`config.mk`:
```
export PLATFORM = sky130hd
export DESIGN_NAME = morse_digit_buffer
export DESIGN_NICKNAME = d
export VERILOG_FILES = /design/src/rtl/morse_pkg.sv /design/src/rtl/morse_key_pulse.sv /design/src/rtl/morse_digit_buffer.sv
export SDC_FILE = /design/constraint.sdc
export NUM_CORES = 1
export LEC_CHECK = 0
export CAP_MARGIN = 15
export CORE_MARGIN = 2
export CORE_UTILIZATION = 52
export CTS_CLUSTER_SIZE = 40
export DETAILED_ROUTE_END_ITERATION = 16
export PLACE_DENSITY_LB_ADDON = 0.3
export SYNTH_ARGS = -nofsm -noshare
export SYNTH_HDL_FRONTEND = slang
export SYNTH_HIERARCHICAL = 1
export SYNTH_SLANG_ARGS = --single-unit
```
`constraint.sdc`:
```
create_clock -name clk -period 2.7 [get_ports clk]
set_clock_uncertainty 0.2 [all_clocks]
set_input_delay 0.405 -clock clk [delete_from_list [all_inputs] [get_ports clk]]
set_output_delay 0.405 -clock clk [all_outputs]
set_load 0.01 [all_outputs]
```
`src/rtl/morse_pkg.sv`:
```
// ---------------------------------------------------------------------------
// morse_pkg
//   Shared constants, types and the digit-to-Morse encoder for the Morse
//   digit entry buffer.
//   CODE_W      : Morse symbols per stored code (bit4 plays first, 1 = dah)
//   DEPTH       : number of code slots held by the buffer
//   EMPTY_CODE  : value of an unused slot
//   edit_op_e   : decoded edit operation after priority resolution
//   digit_code  : BCD digit -> 5-symbol Morse code
//   digit_valid : digit is in 0..9
// ---------------------------------------------------------------------------
package morse_pkg;

    localparam int unsigned CODE_W = 5;
    localparam int unsigned DEPTH  = 8;

    typedef logic [CODE_W-1:0] code_t;

    localparam code_t EMPTY_CODE = '0;

    typedef enum logic [1:0] {
        OP_NONE,
        OP_ENTER,
        OP_DEL,
        OP_CLR
    } edit_op_e;

    function automatic code_t digit_code(input logic [3:0] d);
        case (d)
            4'd0:    return 5'b11111;
            4'd1:    return 5'b01111;
            4'd2:    return 5'b00111;
            4'd3:    return 5'b00011;
            4'd4:    return 5'b00001;
            4'd5:    return 5'b00000;
            4'd6:    return 5'b10000;
            4'd7:    return 5'b11000;
            4'd8:    return 5'b11100;
            4'd9:    return 5'b11110;
            default: return EMPTY_CODE;
        endcase
    endfunction

    function automatic logic digit_valid(input logic [3:0] d);
        return (d <= 4'd9);
    endfunction

endpackage

```
`src/rtl/morse_key_pulse.sv`:
```
// ---------------------------------------------------------------------------
// morse_key_pulse
//   Synchronises a raw key, debounces it and emits a single one-cycle pulse
//   once the key has been seen high for DB_CYCLES consecutive cycles. The key
//   must go low again before another pulse can be produced.
//   Parameters: DB_CYCLES - stable-high cycles required before accepting
//   Ports:
//     clk   in  system clock
//     rst   in  asynchronous active-high reset (discards any pending press)
//     key   in  raw key input
//     pulse out one-cycle accepted-press pulse (registered)
// ---------------------------------------------------------------------------
module morse_key_pulse #(
    parameter int unsigned DB_CYCLES = 2_000_000
) (
    input  logic clk,
    input  logic rst,
    input  logic key,
    output logic pulse
);

    localparam int unsigned CNT_W = $clog2(DB_CYCLES + 1);
    localparam logic [CNT_W-1:0] CNT_LAST = CNT_W'(DB_CYCLES - 1);

    logic [1:0]       key_sync;
    logic [CNT_W-1:0] cnt;
    logic             fired;

    always_ff @(posedge clk or posedge rst) begin
        if (rst) begin
            key_sync <= '0;
            cnt      <= '0;
            fired    <= 1'b0;
            pulse    <= 1'b0;
        end else begin
            key_sync <= {key_sync[0], key};
            pulse    <= 1'b0;
            if (!key_sync[1]) begin
                cnt   <= '0;
                fired <= 1'b0;
            end else if (!fired) begin
                // cnt holds the number of high samples already seen, so the
                // DB_CYCLES-th consecutive high sample is the one that fires.
                if (cnt == CNT_LAST) begin
                    pulse <= 1'b1;
                    fired <= 1'b1;
                end else begin
                    cnt <= cnt + 1'b1;
                end
            end
        end
    end

endmodule

```
`src/rtl/morse_digit_buffer.sv`:
```
// ---------------------------------------------------------------------------
// morse_digit_buffer
//   Entry stage for the Morse buzzer player. Accepts BCD digits on a
//   debounced enter key, stores their Morse codes in order (r0 = first),
//   and supports delete-last and clear. Edits are ignored while lock is high.
//   Same-cycle priority: clr > del > enter; lower-priority pulses are dropped.
//   Optional build macro MORSE_OVERWRITE_EN: enter while full shifts the
//   buffer left and appends instead of raising err.
//   Parameters: DB_CYCLES - debounce length for every key
//   Ports:
//     clk, rst        clock, asynchronous active-high reset
//     digit[3:0]      BCD digit sampled in the accept cycle
//     enter, del, clr raw keys
//     lock            playback running; edits ignored
//     r0..r7[4:0]     stored codes, unused slots zero
//     count[3:0]      number of stored codes 0..8
//     empty, full     count == 0 / count == 8
//     err             one-cycle pulse on a rejected edit
// ---------------------------------------------------------------------------
module morse_digit_buffer
    import morse_pkg::*;
#(
    parameter int unsigned DB_CYCLES = 2_000_000
) (
    input  logic       clk,
    input  logic       rst,
    input  logic [3:0] digit,
    input  logic       enter,
    input  logic       del,
    input  logic       clr,
    input  logic       lock,
    output logic [4:0] r0,
    output logic [4:0] r1,
    output logic [4:0] r2,
    output logic [4:0] r3,
    output logic [4:0] r4,
    output logic [4:0] r5,
    output logic [4:0] r6,
    output logic [4:0] r7,
    output logic [3:0] count,
    output logic       empty,
    output logic       full,
    output logic       err
);

    logic enter_p;
    logic del_p;
    logic clr_p;

    morse_key_pulse #(.DB_CYCLES(DB_CYCLES)) u_enter (
        .clk(clk), .rst(rst), .key(enter), .pulse(enter_p)
    );
    morse_key_pulse #(.DB_CYCLES(DB_CYCLES)) u_del (
        .clk(clk), .rst(rst), .key(del), .pulse(del_p)
    );
    morse_key_pulse #(.DB_CYCLES(DB_CYCLES)) u_clr (
        .clk(clk), .rst(rst), .key(clr), .pulse(clr_p)
    );

    edit_op_e   op;
    code_t      slots [DEPTH];
    code_t      new_code;
    logic [2:0] wr_idx;
    logic [2:0] last_idx;

    always_comb begin
        op = OP_NONE;
        if (!lock) begin
            if (clr_p)
                op = OP_CLR;
            else if (del_p)
                op = OP_DEL;
            else if (enter_p)
                op = OP_ENTER;
        end
    end

    assign new_code = digit_code(digit);
    assign wr_idx   = count[2:0];
    assign last_idx = count[2:0] - 3'd1;
    assign empty    = (count == 4'd0);
    assign full     = (count == 4'(DEPTH));

    always_ff @(posedge clk or posedge rst) begin
        if (rst) begin
            for (int unsigned i = 0; i < DEPTH; i++)
                slots[i] <= EMPTY_CODE;
            count <= '0;
            err   <= 1'b0;
        end else begin
            err <= 1'b0;
            case (op)
                OP_CLR: begin
                    for (int unsigned i = 0; i < DEPTH; i++)
                        slots[i] <= EMPTY_CODE;
                    count <= '0;
                end
                OP_DEL: begin
                    if (empty) begin
                        err <= 1'b1;
                    end else begin
                        slots[last_idx] <= EMPTY_CODE;
                        count           <= count - 4'd1;
                    end
                end
                OP_ENTER: begin
                    if (!digit_valid(digit)) begin
                        err <= 1'b1;
                    end else if (!full) begin
                        slots[wr_idx] <= new_code;
                        count         <= count + 4'd1;
                    end else begin
`ifdef MORSE_OVERWRITE_EN
                        // Oldest code falls off r0; count stays at DEPTH.
                        for (int unsigned i = 0; i < DEPTH - 1; i++)
                            slots[i] <= slots[i+1];
                        slots[DEPTH-1] <= new_code;
`else
                        err <= 1'b1;
`endif
                    end
                end
                default: ;
            endcase
        end
    end

    assign r0 = slots[0];
    assign r1 = slots[1];
    assign r2 = slots[2];
    assign r3 = slots[3];
    assign r4 = slots[4];
    assign r5 = slots[5];
    assign r6 = slots[6];
    assign r7 = slots[7];

endmodule

```
==> summary.md <==
| Metric | Value |
|---|---|
| Flop pwr share | `between 40% and 50%` |
| Post-layout min period | `2650 ps` |
| Via count of the routed design | `approximately 5.2k` |
| Logic pwr share | `under 10%` |
| DIE HEIGHT | `about 110 um` |
| Ys async rst share | `100%` |
| Number of synthesized flops with an enable pin | `0` |
| Crit Path Category | `in2reg` |
| FMAX | `378 MHz` |
| CP Max Fanout | `5` |
| Routed len/inst | `16.9 um` |
| Pint | `between 3 and 4 mW` |
| P per Cell Area | `approximately 580 mW/mm^2` |
| Syn Nets | `between 600 and 700` |
| Worst Path Arrival | `around 2700 ps` |
| Largest net degree at the start of global routing | `36` |
| Core Util, Final | `~68%` |
| Syn Area/Cell | `~10 sq um` |
| Switch Pwr | `1.08 mW` |
| Depth of the CTS H-tree | `4` |
| Placement Rows | `39` |
| Hold path startpoint | `u_enter/key_sync[0]$_DFF_PP0_` |
| Share of cells above drive strength 1 | `between 15 and 20%` |
| Relative slew slack | `approximately two thirds` |
| Skew-Pair Late Insertion Delay | `410 ps` |
| Tot GR Track Use | `23.8%` |
| Nets@finish | `720` |
| Synthesis-stage register bit count | `120` |
| Cell area after synthesis | `about 0.0061 sq mm` |
| Initial antenna violation count | `0` |
| Hold slack final | `~150 ps` |
| DPL Wire Length | `9920 um` |
| Crit path launch type | `input pin` |
| Worst setup path start | `lock` |
| Core Box Area | `~0.011 sq mm` |
| Peak supply drop | `0.000523 V` |
| Final setup vio count | `0` |
| Hold Path Class | `reg2reg` |
| Number of distinct library cells after synthesis | `62` |
| Worst Setup End Kind | `flip-flop` |
| Seq/Total Area, Yosys | `between 40% and 50%` |
| CP required | `between 2000 and 3000 ps` |
| Antenna fix cells | `0` |
| Yosys warning total | `6` |
| Drc violations | `0` |
| Cts hold-fix bufs | `0` |
| Die width | `113 um` |
| First-pass GRT wire length | `~25000 um` |
| R2R Path Start | `u_del/pulse$_DFF_PP0_` |
| Iteration-0 DRC count of the detailed router | `254` |
| CTS Buf Count | `17` |
| CTS tree | `built` |
| Worst Max-Slew Pin Slew | `about 510 ps` |
| Slew Viols, Final | `0` |
| Clk sink count | `between 100 and 150` |
| Worst setup margin | `between 50 and 60 ps` |
| Total global routing overflow | `0` |
| Drt total wl | `roughly 14000 um` |
| Area growth syn-to-layout | `27.1%` |
| Status | `completed` |
| Leakage | `3.20 nW` |
| Final period util | `between 90% and 100%` |
| Final Hold Viols | `0` |
| DR vias/cell | `between 6 and 7` |
| DRT antenna net count | `0` |
| Sw frac | `between 20% and 30%` |
| Bufs on Longest Clock Path | `2` |
| Gpl congestion | `~0.89` |
| # IOs | `57` |
| Die ar. | `between 0.01 and 0.015 sq mm` |
| Clock Power Share | `a little under half` |
| Vias in the first global route | `5181` |
| Fill cells | `between 800 and 900` |
| Placement Setup Slack | `-342 ps` |
| MaxCap Viol Count | `0` |
| Mapped Cells | `between 600 and 700` |
| Dominant synthesized flop cell | `dfrtp_1` |
| Clk Tree Root Cell | `clkbuf_16` |
| Detailed Routing Iterations Pass 1 | `5` |
| Port bufs | `56` |
| Reg clk slew, reported paths | `about 50 ps` |
| Initial Utilization | `approximately 54%` |
[cell usage after synthesis, drive strengths merged (4+ instances only)]
library cell  count  area, sq um
dfrtp           120         3000
a21oi            43          215
inv              31          116
nor2             28          105
o21ai            28          140
nand2            27          101
nand3            27          150
nand4            22          138
or4              21          158
o31ai            20          150
o2bb2ai          16          140
clkbuf           15         56.3
o22ai            15         93.8
nor3             14         70.1
a22o             13          114
or3              13         81.3
xor2             13          114
and2             11         72.6
and3             11         72.6
and4             10         91.3
a31oi             9         56.3
buf               9         60.1
ha                9          113
nor2b             9         56.3
nor3b             6         45.0
nor4              5         76.3
o211ai            5         37.5
a211oi            4         50.1
clkinv            4         15.0
nand2b            4         25.0
[routing by layer]
layer	vias to the layer above	routed length, um	track usage (%)	part of all wire [%]
met4	0	143	7.64	0.99
met5	-	0	0	0
li1	2486	-	-	-
met3	13	786	6.27	5.5
met1	2580	6460	31.2	45
met2	158	7030	39.0	49
[sequential cells by signal (all words and copies together), names as in the netlist]
signal and flops:
r1 5, u_clr/fired 1, u_enter/fired 1, u_enter/key_sync 2, u_del/fired 1, r0 5
u_clr/cnt 21, u_del/key_sync 2, count 4, r5 5, u_del/cnt 21, r6 5
u_clr/pulse 1, u_del/pulse 1, u_clr/key_sync 2, r4 5, err 1, u_enter/cnt 21
r3 5, r7 5, u_enter/pulse 1, r2 5
[area by class of cell]
type,count,area [sq um],area share [%]
sequential,120,3000,38.4
clock inverter,8,96.3,1.23
multi-input combinational,423,2990,38.2
inverter,35,134,1.71
tap,143,179,2.29
timing repair buffer,103,933,12.0
clock buffer,23,478,6.12
[through the flow]
stage / total power, mW / TNS [ps] / instance area (sq um) / cells
after floorplan: 2.22 / 0 / 6150 / 602
after global placement: 2.36 / -6400 / 7130 / 823
after detailed placement: 2.39 / -8450 / 7130 / 823
after CTS: 4.59 / 0 / 7700 / 854
after global routing: 4.73 / -10.8 / 7810 / 855
final: 4.56 / 0 / 7810 / 855
[critical path: stages]
cell             delay (ps)
clkdlybuf4s50_1         400
or2_2                   350
ha_2                    200
o211a_1                 160
a2111o_1                530
buf_6                   170
a221o_1                 360
o2bb2ai_1               160
[cell usage in the layout (no fill, tap or decap), types with 9 or more instances in the layout]
| cell | n |
|---|---|
| clkbuf_16 | 17 |
| inv_1 | 27 |
| dfrtp_1 | 120 |
| nand2_1 | 27 |
| or3_1 | 13 |
| a21oi_1 | 42 |
| xor2_1 | 13 |
| nand4_1 | 22 |
| nor2b_1 | 9 |
| a31oi_1 | 9 |
| or4_1 | 21 |
| buf_4 | 44 |
| o31ai_1 | 20 |
| o2bb2ai_1 | 13 |
| nand3_1 | 24 |
| o22ai_1 | 14 |
| nor2_1 | 28 |
| o21ai_0 | 28 |
| nor3_1 | 14 |
| a22o_1 | 13 |
| clkdlybuf4s50_1 | 56 |
[path summary, 6_finish.rpt]
path | endpoint | slack (ps) | cells past startpoint
setup / recovery | r3[4]$_DFFE_PP0P_ | 50 | 8
hold / removal | u_enter/key_sync[1]$_DFF_PP0_ | 150 | 0
setup reg to reg | r3[4]$_DFFE_PP0P_ | 90 | 8
hold reg to reg | u_enter/key_sync[1]$_DFF_PP0_ | 150 | 0
max in group asynchronous | r1[1]$_DFFE_PP0P_ | 1630 | 3
min in group asynchronous | r1[3]$_DFFE_PP0P_ | 190 | 2
[logic make-up (layout without fill, tap and decap cells)]
group           after synthesis  after routing  synth area share (%)
compound gates              173            173                  19.8
simple gates                223            223                  22.7
flops                       120            120                  48.9
fa+ha+maj                    10             10                  2.16
buf+inv                      59            169                  4.03
mux                           3              3                 0.489
xor+xnor                     14             14                  2.00
[power groups by stage]
stage	logic, mW	clock network, mW	registers (mW)
final	0.444	2.19	1.93
after global routing	0.497	2.29	1.94
after CTS	0.439	2.23	1.93
after detailed placement	0.435	0	1.96
after global placement	0.415	0	1.95
after floorplan	0.272	0	1.95
[repair_timing]
action	CTS	global route
buffers inserted	0	1
setup endpoints to repair	2	12
pin swaps	0	10
hold endpoints to repair	0	0
resized for setup	1	18
gates cloned	0	0
(Power assumes the default switching activity.)
